`src/rtl/inst_encoder.sv`:
```
// Purpose : packs one symbolic instruction into the 16-bit ISA word and streams it out as bytes,
//           followed by the data operand byte for the data-lo/data-hi sources.
// Latency : first byte valid one cycle after request accept; 2 or 3 byte beats, at least one cycle each.
// Backpressure: out_valid/out_byte/out_last hold until out_ready; req_ready low while an instruction is in flight.
//
// Ports:
//   clk, rst                 clock, synchronous active-high reset
//   req_valid/req_ready      request handshake; req_op/req_src/req_imm/req_data captured on accept
//   out_valid/out_ready      byte stream handshake; out_byte, out_last qualify the beat
//   busy                     instruction in flight
//   err                      one-cycle pulse after an illegal request was consumed
//   word                     last successfully encoded 16-bit word
module inst_encoder #(
  parameter bit LSB_FIRST = 1'b0
) (
  input  logic       clk,
  input  logic       rst,
  input  logic       req_valid,
  output logic       req_ready,
  input  logic [1:0] req_op,
  input  logic [2:0] req_src,
  input  logic [7:0] req_imm,
  input  logic [7:0] req_data,
  output logic       out_valid,
  input  logic       out_ready,
  output logic [7:0] out_byte,
  output logic       out_last,
  output logic       busy,
  output logic       err,
  output logic [15:0] word
);

  typedef enum logic [1:0] {
    S_IDLE = 2'd0,
    S_B0   = 2'd1,
    S_B1   = 2'd2,
    S_BD   = 2'd3
  } state_t;

  localparam logic [1:0] OP_NOP    = 2'd0;
  localparam logic [1:0] OP_OUT_LO = 2'd1;
  localparam logic [1:0] OP_LOAD   = 2'd2;

  state_t      r_state;
  state_t      w_next_state;

  logic [15:0] r_word;
  logic [7:0]  r_data;
  logic        r_has_data;
  logic        r_err;

  logic        w_accept;
  logic        w_is_alu;
  logic        w_illegal;
  logic        w_has_data;
  logic [7:0]  w_lo;
  logic [15:0] w_enc;

  // ---------------------------------------------------------------------------
  // Request decode
  // ---------------------------------------------------------------------------
  assign w_accept   = req_valid && req_ready;
  // load and add are the only ops that use the source field
  assign w_is_alu   = req_op[1];
  assign w_illegal  = w_is_alu && (req_src > 3'd4);
  assign w_has_data = w_is_alu && ((req_src == 3'd2) || (req_src == 3'd3));
  // data sources carry their operand in a trailing byte, so the low field is zero
  assign w_lo       = w_has_data ? 8'h00 : req_imm;

  always_comb begin
    w_enc = 16'h0000;
    case (req_op)
      OP_NOP:    w_enc = 16'h0000;
      OP_OUT_LO: w_enc = 16'h0800;
      default:   w_enc = {1'b1, 3'b000, (req_op != OP_LOAD), req_src, w_lo};
    endcase
  end

  // ---------------------------------------------------------------------------
  // FSM: state register
  // ---------------------------------------------------------------------------
  always_ff @(posedge clk) begin
    if (rst) begin
      r_state <= S_IDLE;
    end else begin
      r_state <= w_next_state;
    end
  end

  // ---------------------------------------------------------------------------
  // FSM: next state
  // ---------------------------------------------------------------------------
  always_comb begin
    w_next_state = r_state;
    case (r_state)
      S_IDLE: if (w_accept && !w_illegal) w_next_state = S_B0;
      S_B0:   if (out_ready) w_next_state = S_B1;
      S_B1:   if (out_ready) w_next_state = r_has_data ? S_BD : S_IDLE;
      S_BD:   if (out_ready) w_next_state = S_IDLE;
      default: w_next_state = S_IDLE;
    endcase
  end

  // ---------------------------------------------------------------------------
  // Captured instruction; only legal accepts update the word
  // ---------------------------------------------------------------------------
  always_ff @(posedge clk) begin
    if (rst) begin
      r_word     <= 16'h0000;
      r_data     <= 8'h00;
      r_has_data <= 1'b0;
      r_err      <= 1'b0;
    end else begin
      r_err <= w_accept && w_illegal;
      if (w_accept && !w_illegal) begin
        r_word     <= w_enc;
        r_data     <= req_data;
        r_has_data <= w_has_data;
      end
    end
  end

  // ---------------------------------------------------------------------------
  // FSM: outputs (decoded from registered state only, apart from req_ready's reset gate)
  // ---------------------------------------------------------------------------
  always_comb begin
    out_valid = 1'b0;
    out_byte  = 8'h00;
    out_last  = 1'b0;
    busy      = 1'b0;
    req_ready = 1'b0;
    case (r_state)
      S_IDLE: begin
        req_ready = !rst;
      end
      S_B0: begin
        out_valid = 1'b1;
        busy      = 1'b1;
        out_byte  = LSB_FIRST ? r_word[7:0] : r_word[15:8];
      end
      S_B1: begin
        out_valid = 1'b1;
        busy      = 1'b1;
        out_byte  = LSB_FIRST ? r_word[15:8] : r_word[7:0];
        out_last  = !r_has_data;
      end
      S_BD: begin
        out_valid = 1'b1;
        busy      = 1'b1;
        out_byte  = r_data;
        out_last  = 1'b1;
      end
      default: begin
        out_valid = 1'b0;
      end
    endcase
  end

  assign err  = r_err;
  assign word = r_word;

endmodule

```
`config.mk`:
```
export PLATFORM = sky130hd
export DESIGN_NAME = inst_encoder
export DESIGN_NICKNAME = d
export VERILOG_FILES = /design/src/rtl/inst_encoder.sv
export SDC_FILE = /design/constraint.sdc
export NUM_CORES = 1
export LEC_CHECK = 0
export BUFFER_PORTS_ARGS = -buffer_cell sky130_fd_sc_hd__buf_2
export CAP_MARGIN = 15
export CELL_PAD_IN_SITES_DETAIL_PLACEMENT = 2
export CELL_PAD_IN_SITES_GLOBAL_PLACEMENT = 2
export CORE_MARGIN = 2
export CORE_UTILIZATION = 26
export DETAILED_ROUTE_END_ITERATION = 10
export GPL_TIMING_DRIVEN = 1
export PLACE_DENSITY = 0.89
export SETUP_SLACK_MARGIN = 0.3
export SLEW_MARGIN = 40
export SYNTH_ARGS = -nofsm -noshare
export SYNTH_HDL_FRONTEND = slang
export SYNTH_SLANG_ARGS = --single-unit
```
`constraint.sdc`:
```
create_clock -name clk -period 1.9 [get_ports clk]
set_input_delay 0.095 -clock clk [delete_from_list [all_inputs] [get_ports clk]]
set_output_delay 0.095 -clock clk [all_outputs]
set_load 0.01 [all_outputs]
```
After elaboration in Yosys (flattened, before gate mapping):

Index checks and enable logic that the tools add are counted.

* magnitude comparators: 1
* equal/unequal tests: 11
* mux-type cells: 12
* reductions and logical operators: 13

Operators by type and width (count)
* case mux 16 bit (2 select lines): 1
* case mux 8 bit (3 select lines): 1
* 2-to-1 mux 2 bit: 5
* != test 2 bit (second input constant): 5
* 2-to-1 mux 8 bit: 1
* case mux 2 bit (4 select lines): 1
* equality test 3 x 2 -> 1 bit (second input constant): 2
* logical AND 1 bit: 5
* equality test 2 x 1 -> 1 bit (second input constant): 2
* equality test 2 bit (second input constant): 2
* zero test 2 bit: 2
* AND reduction 4 bit: 1
* > comparator 3 bit (second input constant): 1
* zero test 1 bit: 3
* OR reduction 3 bit: 1
* 2-to-1 mux 1 bit: 2
* case mux 1 bit (2 select lines): 1
* logical OR 1 bit: 1

* register bits after elaboration: 28
* input bits: 25
* logic and storage cells: 42

Longest topological paths before layout:

Gate-level depths: netlist of run 1.

* word-level depth: 6
* depth in mapped cells: 5

Worst setup path before layout of run 1:

OpenSTA, ideal clock, no wires.

* kind: reg-to-reg
* start: reg r_state[0]
* end: reg r_data[6]
* library setup time: 132 ps
* arrival time: 1257 ps
* data required time: 1768 ps
* setup slack: 511 ps
* stages on the path, launching flop included: 6
* path buffers: 2
* period minus slack after synthesis: 1389 ps
* path through: dfxtp_1 -> buf_6 -> or4b_4 -> buf_6 -> o21ai_1 -> a21oi_1

* word-level cells in the longest chain between the ends: 4

RTL lines
* start: declaration: line 44 `state_t r_state;`
* start signal: assignment: line 86 `r_state <= w_next_state;`
* zero test 2 bit: line 132 `case (r_state)`
* 2-to-1 mux 1 bit: line 132
* logical AND 1 bit: line 62 `assign w_accept = req_valid && req_ready;`
* logical AND 1 bit: line 115 `if (w_accept && !w_illegal) begin`
* end signal: assignment: line 117 `r_data <= req_data;`
* end: declaration: line 48 `logic [7:0] r_data;`

No other way between the ends.
A chain may end at the register's enable or synchronous reset.

Worst setup path in the final report of run 1:

* start: reg r_state[0]
* end: out req_ready

* word-level cells in the longest chain between the ends: 2

RTL lines
* zero test 2 bit: line 132
* 2-to-1 mux 1 bit: line 132
* end: declaration: line 19 `output logic req_ready,`

No other way between the ends.

==> results of run 1 <==
-- flip-flops by register name (all words and copies together), names as in the netlist --
register / flops
word: 13
r_data: 8
r_state: 2
err: 1
r_has_data: 1
-- metrics by stage --
step / hold WS, ps / setup slack [ps]
floorplan: 211.1 / 510.8
global placement: 351.2 / 404.5
detailed placement: 354.6 / 342.5
CTS: 68.29 / 350.6
global route: 70.76 / 301.0
finish: 65.93 / 368.0
-- layout make-up --
class / instances / share of cell area (%)
clock buffers: 4 / 2.699
inverters: 1 / 0.2249
multi-input cells: 116 / 41.90
flip-flops and latches: 25 / 30.21
well taps: 67 / 5.022
repair buffers: 61 / 19.94
-- power by group --
group,total [mW],switching [mW],internal (mW)
Clock,0.327,0.177,0.150
Combinational,0.219,0.125,0.0941
Sequential,0.560,0.0162,0.544
Total,1.11,0.318,0.788
-- critical path, delay by kind of cell (launching register included) --
| kind | cells | cell delay [ps] |
|---|---|---|
| buffers and inverters | 3 | 420 |
| flip-flops | 1 | 380 |
| AND/OR/NAND/NOR | 2 | 370 |
-- routing by layer --
metal	share of wire [%]	wire (um)	track usage [%]	vias up
met3	3.5	152	2.276	2
met1	46	2006	20.29	651
met4	0.41	18	4.167	0
li1	-	-	-	650
met5	0	0	0	-
met2	50	2182	28.85	31
-- kinds of logic (layout without fill, tap and decap cells) --
kind of cell / Yosys count / after routing / share of synthesized area [%]
muxes: 11 / 11 / 8.857
AOI/OAI and AO/OA: 49 / 49 / 20.38
and+or+nand+nor: 53 / 53 / 23.14
buffers and inverters: 19 / 66 / 9.237
DFF: 25 / 25 / 38.10
other: 1 / 3 / 0.2854
-- placed cells by master, fill, tap and decap left out, types with 2 or more instances in the layout --
master / n
buf_2: 50
dfxtp_1: 24
o21ai_1: 22
nand3_1: 18
a21oi_1: 15
nand2_1: 11
buf_4: 11
nor2b_1: 9
mux2i_1: 6
o21ai_0: 6
mux2_2: 5
nand2b_1: 5
conb_1: 3
clkbuf_8: 3
nor2_1: 2
o21ai_2: 2
nand4_1: 2
-- repair_timing --
action                     in CTS  in global routing
hold endpoints to repair        0                  0
resized for setup               2                  0
setup buffers                   2                  0
setup endpoints to repair       9                  0
-- final timing paths --
check                           cells after the start    endpoint  slack (ps)
worst min-delay path                                3     word[5]          70
worst max-delay path                                5   req_ready         370
worst min register to register                      2   r_data[0]         490
worst max register to register                      5  r_has_data         410
==> run_results.csv, run 1 <==
group,metric,value,unit
status,status,"finished clean",
floorplan,initial_core_util,27.45,%
finish,multiInputGateArea,699.4,um^2
global_route,grt_pass1_vias,1353,
clock_network,cts.clk_slew.worst_paths,90,ps
clock_network,cts_tree,"yes",
clock_network,cts_buffers,3,
synthesis,synth_common_cells,"dfxtp_1, o21ai_1, nand3_1, a21oi_1, nand2_1",
worst_hold_path,worstHoldStart,"req_imm[5]",
synthesis,synth.distinct_cells,31,
critical_path,cp_cell_sequence,"buf_4 -> buf_4 -> or2_2 -> nor2_1 -> buf_2",
critical_path,startpoint,"r_state[0]",
place,gp_congestion,0.7632,
timing,period_share,80.63,%
critical_path,end_kind,"output pin",
synthesis,async_flop_share,0,%
synthesis,netlist_area,0.001314,mm^2
drt,ant_nets,0,
finish,stdcell_area,0.001669,mm^2
global_route,grt_max_degree,21,
job,maxCapViolCount,0,
critical_path,path_class,"flop to output pin",
place,port_buffers,50,
synthesis,synth_most_common_cell,"dfxtp_1",
clock_network,clk_latency,270,ps
finish,final_util,34.88,%
synthesis,syn_avg_cell_area,8.315,um^2
finish,fillerInstances,584,
synthesis,yosys.area.top_type,"dfxtp_1",
synthesis,synth_ff_type,"dfxtp_1",
place,dpl_cell_area,0.001605,mm^2
timing,fin_crit,1532,ps
clock_network,cts-htree-levels,1,
critical_path,slowest_stage,"dfxtp_4",
pwr,cellPowerDensity,662.9,mW/mm^2
global_route,grt.total_usage,16.15,%
critical_path,crit_top_cell,"buf_4",
drt,drc_errors,0,
timing,rsz0062_at_grt,"no",
global_route,grt_pass1_wl,6.872,mm
synthesis,yosysTopAreaCellShare,38.10,%
finish,ff_latch_area,504.2,um^2
critical_path,cp-start-kind,"flop",
finish,drive_gt1_share,37.20,%
critical_path,critical_path_required,1800,ps
synthesis,yosysSeqAreaShare,38.10,%
synthesis,yosysWarnings,0,
timing,tightest_slew,574.4,ps
drt,avgRoutedWirePerCell,15.91,um
timing,skew,5.806,ps
finish,fin_nets,233,
critical_path,path_max_fanout,6,
finish,diodes,0,
critical_path,r2r_start,"r_state[1]",
timing,maxSlewHeadroom,61.63,%
critical_path,cp.arrival,1440,ps
global_route,grt_antenna_before_repair,0,
place,hpwlAfterDp,3.190,mm
pwr,peakVddDrop,230.0,uV
drt,totalWireLength,4.359,mm
pwr,design_power_total,1.107,mW
synthesis,netlist_instances,158,
pwr,power_leakage,0.7118,nW
clock_network,hold_buffers,0,
place,dp_cells,268,
drt,drt_iter0_markers,48,
clock_network,clock-sinks,25,
timing,hold_viol,0,
critical_path,max_stage_delay,380,ps
synthesis,synth-seq-cells,25,
worst_hold_path,min_path_type,"input pin to flop",
timing,drv_slew,0,
floorplan,rows,25,
drt,viasPerCell,4.869,
timing,finalSetupViolCount,0,
finish,syn_to_final_growth,27.05,%
clock_network,cts_root_buf,"clkbuf_8",
floorplan,fp.dieW,75.09,um
global_route,grt_remaining_overflow,0,
drt,first_pass_iters,4,
floorplan,fp.dieH,75.09,um
floorplan,ios,54,
finish,instances_no_fill,274,
timing,clock.fmax,652.8,MHz
synthesis,synth_edf_count,0,
floorplan,core_area,0.004786,mm^2
clock_network,clk_path_buf_depth,2,
floorplan,die_area,0.005638,mm^2
drt,vias,1334,
synthesis,synth_area_leaders,"dfxtp_1, o21ai_1, nand3_1",
timing,fin_setup_tns,0,ps
(Power assumes the default switching activity.)
==> run 2: changes to the inputs <==
==> constraint.sdc (replaced) <==
create_clock -name clk -period 1.6 [get_ports clk]
set_input_delay 0.08 -clock clk [delete_from_list [all_inputs] [get_ports clk]]
set_output_delay 0.08 -clock clk [all_outputs]
set_load 0.01 [all_outputs]
==> run_results.csv, run 2 (synthesized netlist as in run 1, its figures left out) <==
group,metric,value,unit
job,maxCapViolCount,0,
critical_path,cp-start-kind,"flop",
worst_hold_path,min_path_cells,3,
clock_network,cts_tree,"yes",
global_route,grt_antenna_before_repair,0,
timing,hold_ws,35.28,ps
finish,largest_reg_flops,13,
critical_path,startpoint,"r_state[0]",
timing,drv_slew,0,
floorplan,core_area,0.004786,mm^2
critical_path,end_kind,"flop",
timing,finalSetupViolCount,0,
critical_path,path_class,"flop to flop",
clock_network,cts_buffers,3,
pwr,cellPowerDensity,729.8,mW/mm^2
clock_network,cts-htree-levels,1,
place,gp_congestion,0.7674,
drt,avgRoutedWirePerCell,19.26,um
global_route,grt_max_degree,27,
clock_network,clk_latency,280,ps
critical_path,path_max_fanout,5,
clock_network,hold_buffers,0,
place,dpl_cell_area,0.001613,mm^2
clock_network,clk_path_buf_depth,2,
place,port_buffers,50,
timing,skew,4.267,ps
floorplan,fp.dieW,75.09,um
drt,drc_errors,0,
drt,totalWireLength,5.528,mm
finish,final_common_cell,"buf_2",
worst_hold_path,whs_endpoint,"word[2]",
drt,drt_iter0_markers,31,
drt,ant_nets,0,
floorplan,initial_core_util,27.45,%
finish,drive_gt1_share,53.64,%
critical_path,timing.rr.end,"r_data[0]",
finish,layout_common_cells,"buf_2, dfxtp_1, o21ai_1, nand3_1, buf_4",
critical_path,cp.arrival,1650,ps
place,pre_cts_slack,142.3,ps
pwr,peakVddDrop,269.5,uV
critical_path,r2r_slack,120,ps
timing,finalWorstSetupSlack,117.9,ps
floorplan,fp.dieH,75.09,um
finish,fillerInstances,548,
clock_network,cts.clk_slew.worst_paths,90,ps
place,dp_cells,269,
critical_path,r2r_cells,4,
timing,period_share,92.63,%
floorplan,die_area,0.005638,mm^2
floorplan,rows,25,
pwr,power_leakage,0.8369,nW
timing,hold_viol,0,
drt,first_pass_iters,4,
global_route,grt_remaining_overflow,0,
worst_hold_path,worstHoldStart,"req_imm[2]",
clock_network,clock-sinks,25,
status,status,"finished clean",
global_route,grt_pass1_wl,8.231,mm
timing,tightest_slew,884.7,ps
finish,syn_to_final_growth,49.81,%
timing,clock.fmax,674.7,MHz
worst_hold_path,min_path_type,"input pin to flop",
timing,fin_setup_tns,0,ps
floorplan,ios,54,
drt,vias,1447,
finish,fin_nets,246,
critical_path,r2r_start,"r_state[0]",
global_route,grt_pass1_vias,1605,
finish,diodes,0,
finish,instances_no_fill,287,
clock_network,cts_root_buf,"clkbuf_8",
finish,stdcell_area,0.001968,mm^2
timing,fin_crit,1482,ps
place,hpwlAfterDp,3.271,mm
timing,rsz0062_at_grt,"yes",
timing,maxSlewHeadroom,40.76,%
drt,viasPerCell,5.042,
critical_path,critical_path_required,1770,ps
global_route,grt.total_usage,20.08,%
==> run 2: changes by cell type in the layout (fill, tap and decap cells not counted), moves of 5 or more <==
| cell | delta |
|---|---|
| buf_6 | +9 |
| mux2_2 | -5 |
| o21ai_1 | -5 |
| o21ai_0 | -6 |
| nand2_1 | -5 |
| o21ai_2 | +10 |
| mux2_4 | +5 |
==> run 2: critical path, stage by stage, from the launching register on <==
cell	delay, ps
dfxtp_4	380
buf_4	140
or4b_4	600
o21ai_4	180
a21oi_2	80
==> run 2: worst max-delay path by stage <==
stage                        to  slack, ps  depth (start not counted)
CTS                 out_byte[7]        130                          5
global route          r_data[7]         80                          4
detailed placement    r_data[5]        140                          3
floorplan             r_data[6]        210                          5
global placement      r_data[6]        200                          3
finish                r_data[0]        120                          4
==> run 2: stage by stage <==
step           total power, mW  util (%)
2_1_floorplan           0.8437         -
3_3_place_gp            0.9252     33.70
3_5_place_dp            0.9358     33.70
4_1_cts                  1.386     38.35
5_1_grt                  1.503     41.12
6_report                 1.436     41.12
==> run 2: area by class of cell <==
cell class,instances,area [um^2],share of cell area [%]
well taps,67,83.83,4.259
inverters,1,3.754,0.1907
clock buffers,3,41.29,2.098
repair buffers,72,451.7,22.95
multi-input cells,118,874.6,44.44
clock inverters,1,5.005,0.2543
flip-flops and latches,25,508.0,25.81
==> run 2: where the power goes <==
group | total, mW | leakage [nW] | switching (mW) | internal (mW)
Clock | 0.400 | 0.0255 | 0.224 | 0.175
Combinational | 0.366 | 0.607 | 0.196 | 0.170
Sequential | 0.671 | 0.204 | 0.0252 | 0.646
==> run 2: layer usage <==
layer / vias to the layer above / routed length (um) / global-route usage, %
met1: 715 / 2077 / 21.87
li1: 681 / - / -
met4: 0 / 119 / 8.532
met2: 42 / 3116 / 38.99
met5: - / 0 / 0
met3: 9 / 215 / 1.874
==> run 2: what timing repair did <==
| action | in CTS | in global routing |
|---|---|---|
| pin swaps | 5 | 9 |
| endpoints found under the setup margin | 36 | 35 |
| gates resized for setup | 29 | 28 |
| setup buffers | 10 | 2 |
| hold endpoints to repair | 0 | 0 |
| cloned | 2 | 0 |
==> run 3: changes to the inputs <==
--- a/config.mk
+++ b/config.mk
@@ -9,11 +9,12 @@
 export CAP_MARGIN = 15
 export CELL_PAD_IN_SITES_DETAIL_PLACEMENT = 2
 export CELL_PAD_IN_SITES_GLOBAL_PLACEMENT = 2
+export CORE_ASPECT_RATIO = 1.2
 export CORE_MARGIN = 2
 export CORE_UTILIZATION = 26
 export DETAILED_ROUTE_END_ITERATION = 10
 export GPL_TIMING_DRIVEN = 1
-export PLACE_DENSITY = 0.89
+export PLACE_DENSITY = 0.86
 export SETUP_SLACK_MARGIN = 0.3
 export SLEW_MARGIN = 40
 export SYNTH_ARGS = -nofsm -noshare
==> run_results.csv, run 3 (synthesized netlist as in run 1, its figures left out) <==
group,metric,value,unit
worst_hold_path,min_path_cells,2,
critical_path,r2r_slack,140,ps
worst_hold_path,worstHoldStart,"out_ready",
critical_path,path_class,"flop to output pin",
timing,period_share,92.26,%
critical_path,cp-start-kind,"flop",
timing,fin_setup_tns,0,ps
global_route,grt_antenna_before_repair,0,
clock_network,clk_path_buf_depth,2,
clock_network,cts_buffers,3,
critical_path,cp.arrival,1400,ps
finish,multiInputGateArea,785.8,um^2
clock_network,cts-htree-levels,1,
finish,fillerInstances,577,
clock_network,clock-sinks,25,
place,hpwlAfterDp,3.250,mm
place,port_buffers,50,
pwr,peakVddDrop,455.9,uV
clock_network,cts_tree,"yes",
finish,layout_common_cells,"buf_2, o21ai_1, dfxtp_1, nand3_1, buf_4",
global_route,grt_max_degree,26,
global_route,grt_remaining_overflow,0,
clock_network,clk_latency,280,ps
finish,final_common_cell,"buf_2",
drt,viasPerCell,5.036,
drt,avgRoutedWirePerCell,18.52,um
timing,rsz0062_at_grt,"yes",
timing,clock.fmax,677.4,MHz
timing,fin_crit,1476,ps
timing,finalSetupViolCount,0,
floorplan,rows,28,
global_route,grt_pass1_vias,1444,
critical_path,end_kind,"output pin",
floorplan,core_area,0.004905,mm^2
critical_path,critical_path_required,1520,ps
floorplan,fp.dieW,68.89,um
timing,tightest_slew,533.6,ps
drt,vias,1405,
drt,drc_errors,0,
worst_hold_path,whs_endpoint,"r_state[1]",
floorplan,initial_core_util,26.79,%
drt,drt_iter0_markers,29,
timing,skew,5.327,ps
pwr,power_leakage,0.8014,nW
finish,fin_nets,245,
timing,hold_ws,39.25,ps
critical_path,r2r_cells,3,
drt,ant_nets,0,
floorplan,ios,54,
clock_network,hold_buffers,0,
critical_path,timing.rr.end,"word[0]",
floorplan,die_area,0.005640,mm^2
global_route,grt.total_usage,18.03,%
critical_path,path_max_fanout,9,
status,status,"finished clean",
timing,drv_slew,0,
timing,hold_viol,0,
clock_network,cts.clk_slew.worst_paths,100,ps
finish,ff_latch_area,508.0,um^2
timing,maxSlewHeadroom,64.27,%
critical_path,r2r_start,"r_state[0]",
job,maxCapViolCount,0,
clock_network,cts_root_buf,"clkbuf_8",
finish,diodes,0,
finish,syn_to_final_growth,41.24,%
floorplan,fp.dieH,81.87,um
drt,first_pass_iters,4,
global_route,grt_pass1_wl,7.527,mm
pwr,cellPowerDensity,755.1,mW/mm^2
place,gp_congestion,0.7720,
finish,drive_gt1_share,47.95,%
worst_hold_path,min_path_type,"input pin to flop",
drt,totalWireLength,5.168,mm
finish,largest_reg_flops,13,
[run 3: cell count changes in the layout (fill, tap and decap cells not counted), sizes merged]
| cell | delta |
|---|---|
| clkinv | -1 |
| clkinvlp | +1 |
| or4b | -1 |
[run 3: area by class of cell]
type,instances,share of cell area (%)
clock buffer,3,2.225
multi-input combinational,117,42.35
clock inverter,1,0.4046
sequential,25,27.38
timing repair buffer,72,23.40
inverter,1,0.2023
tap,60,4.046
[run 3: power breakdown]
group	total, mW	switching, mW	internal [mW]
sequential	0.671	0.0252	0.646
clock	0.402	0.225	0.177
combinational	0.328	0.172	0.156
[run 3: how the worst max path moves through the flow]
stage | cells after the start | slack (ps) | to | startpoint
5_1_grt | 4 | 50 | out_byte[7] | r_state[0]
3_5_place_dp | 3 | 50 | word[6] | r_state[0]
4_1_cts | 5 | 140 | out_byte[2] | r_state[0]
2_1_floorplan | 5 | 210 | r_data[6] | r_state[0]
3_3_place_gp | 3 | 100 | word[6] | r_state[0]
6_report | 5 | 120 | out_byte[0] | r_state[0]
[run 3: critical path, stage by stage, from the launching register on]
cell and delay (ps):
dfxtp_4 430, buf_4 130, mux2_4 290, nand2_2 60, o21ai_1 70, buf_2 140
[run 3: per-stage QoR]
step	instance area, um^2	power (mW)	worst slack, ps	util (%)	cells
after floorplan	1321	0.8437	210.8	-	160
final	1856	1.401	123.9	37.83	279
after global routing	1856	1.477	51.35	37.83	279
after detailed placement	1604	0.9343	51.24	32.70	262
after global placement	1604	0.9253	99.83	32.70	262
after CTS	1765	1.372	141.8	35.99	273
[run 3: what timing repair did]
| action | CTS | global route |
|---|---|---|
| setup buffers | 7 | 5 |
| endpoints found under the setup margin | 36 | 34 |
| resized for setup | 22 | 13 |
| pin swaps | 3 | 4 |
| gates cloned | 0 | 1 |
[run 3: per-layer routing]
metal / up-vias / GRT usage, % / routed length [um]
li1: 675 / - / -
met1: 681 / 21.48 / 2084
met2: 41 / 33.37 / 2791
met3: 8 / 2.329 / 202
met4: 0 / 4.510 / 90
met5: - / 0 / 0
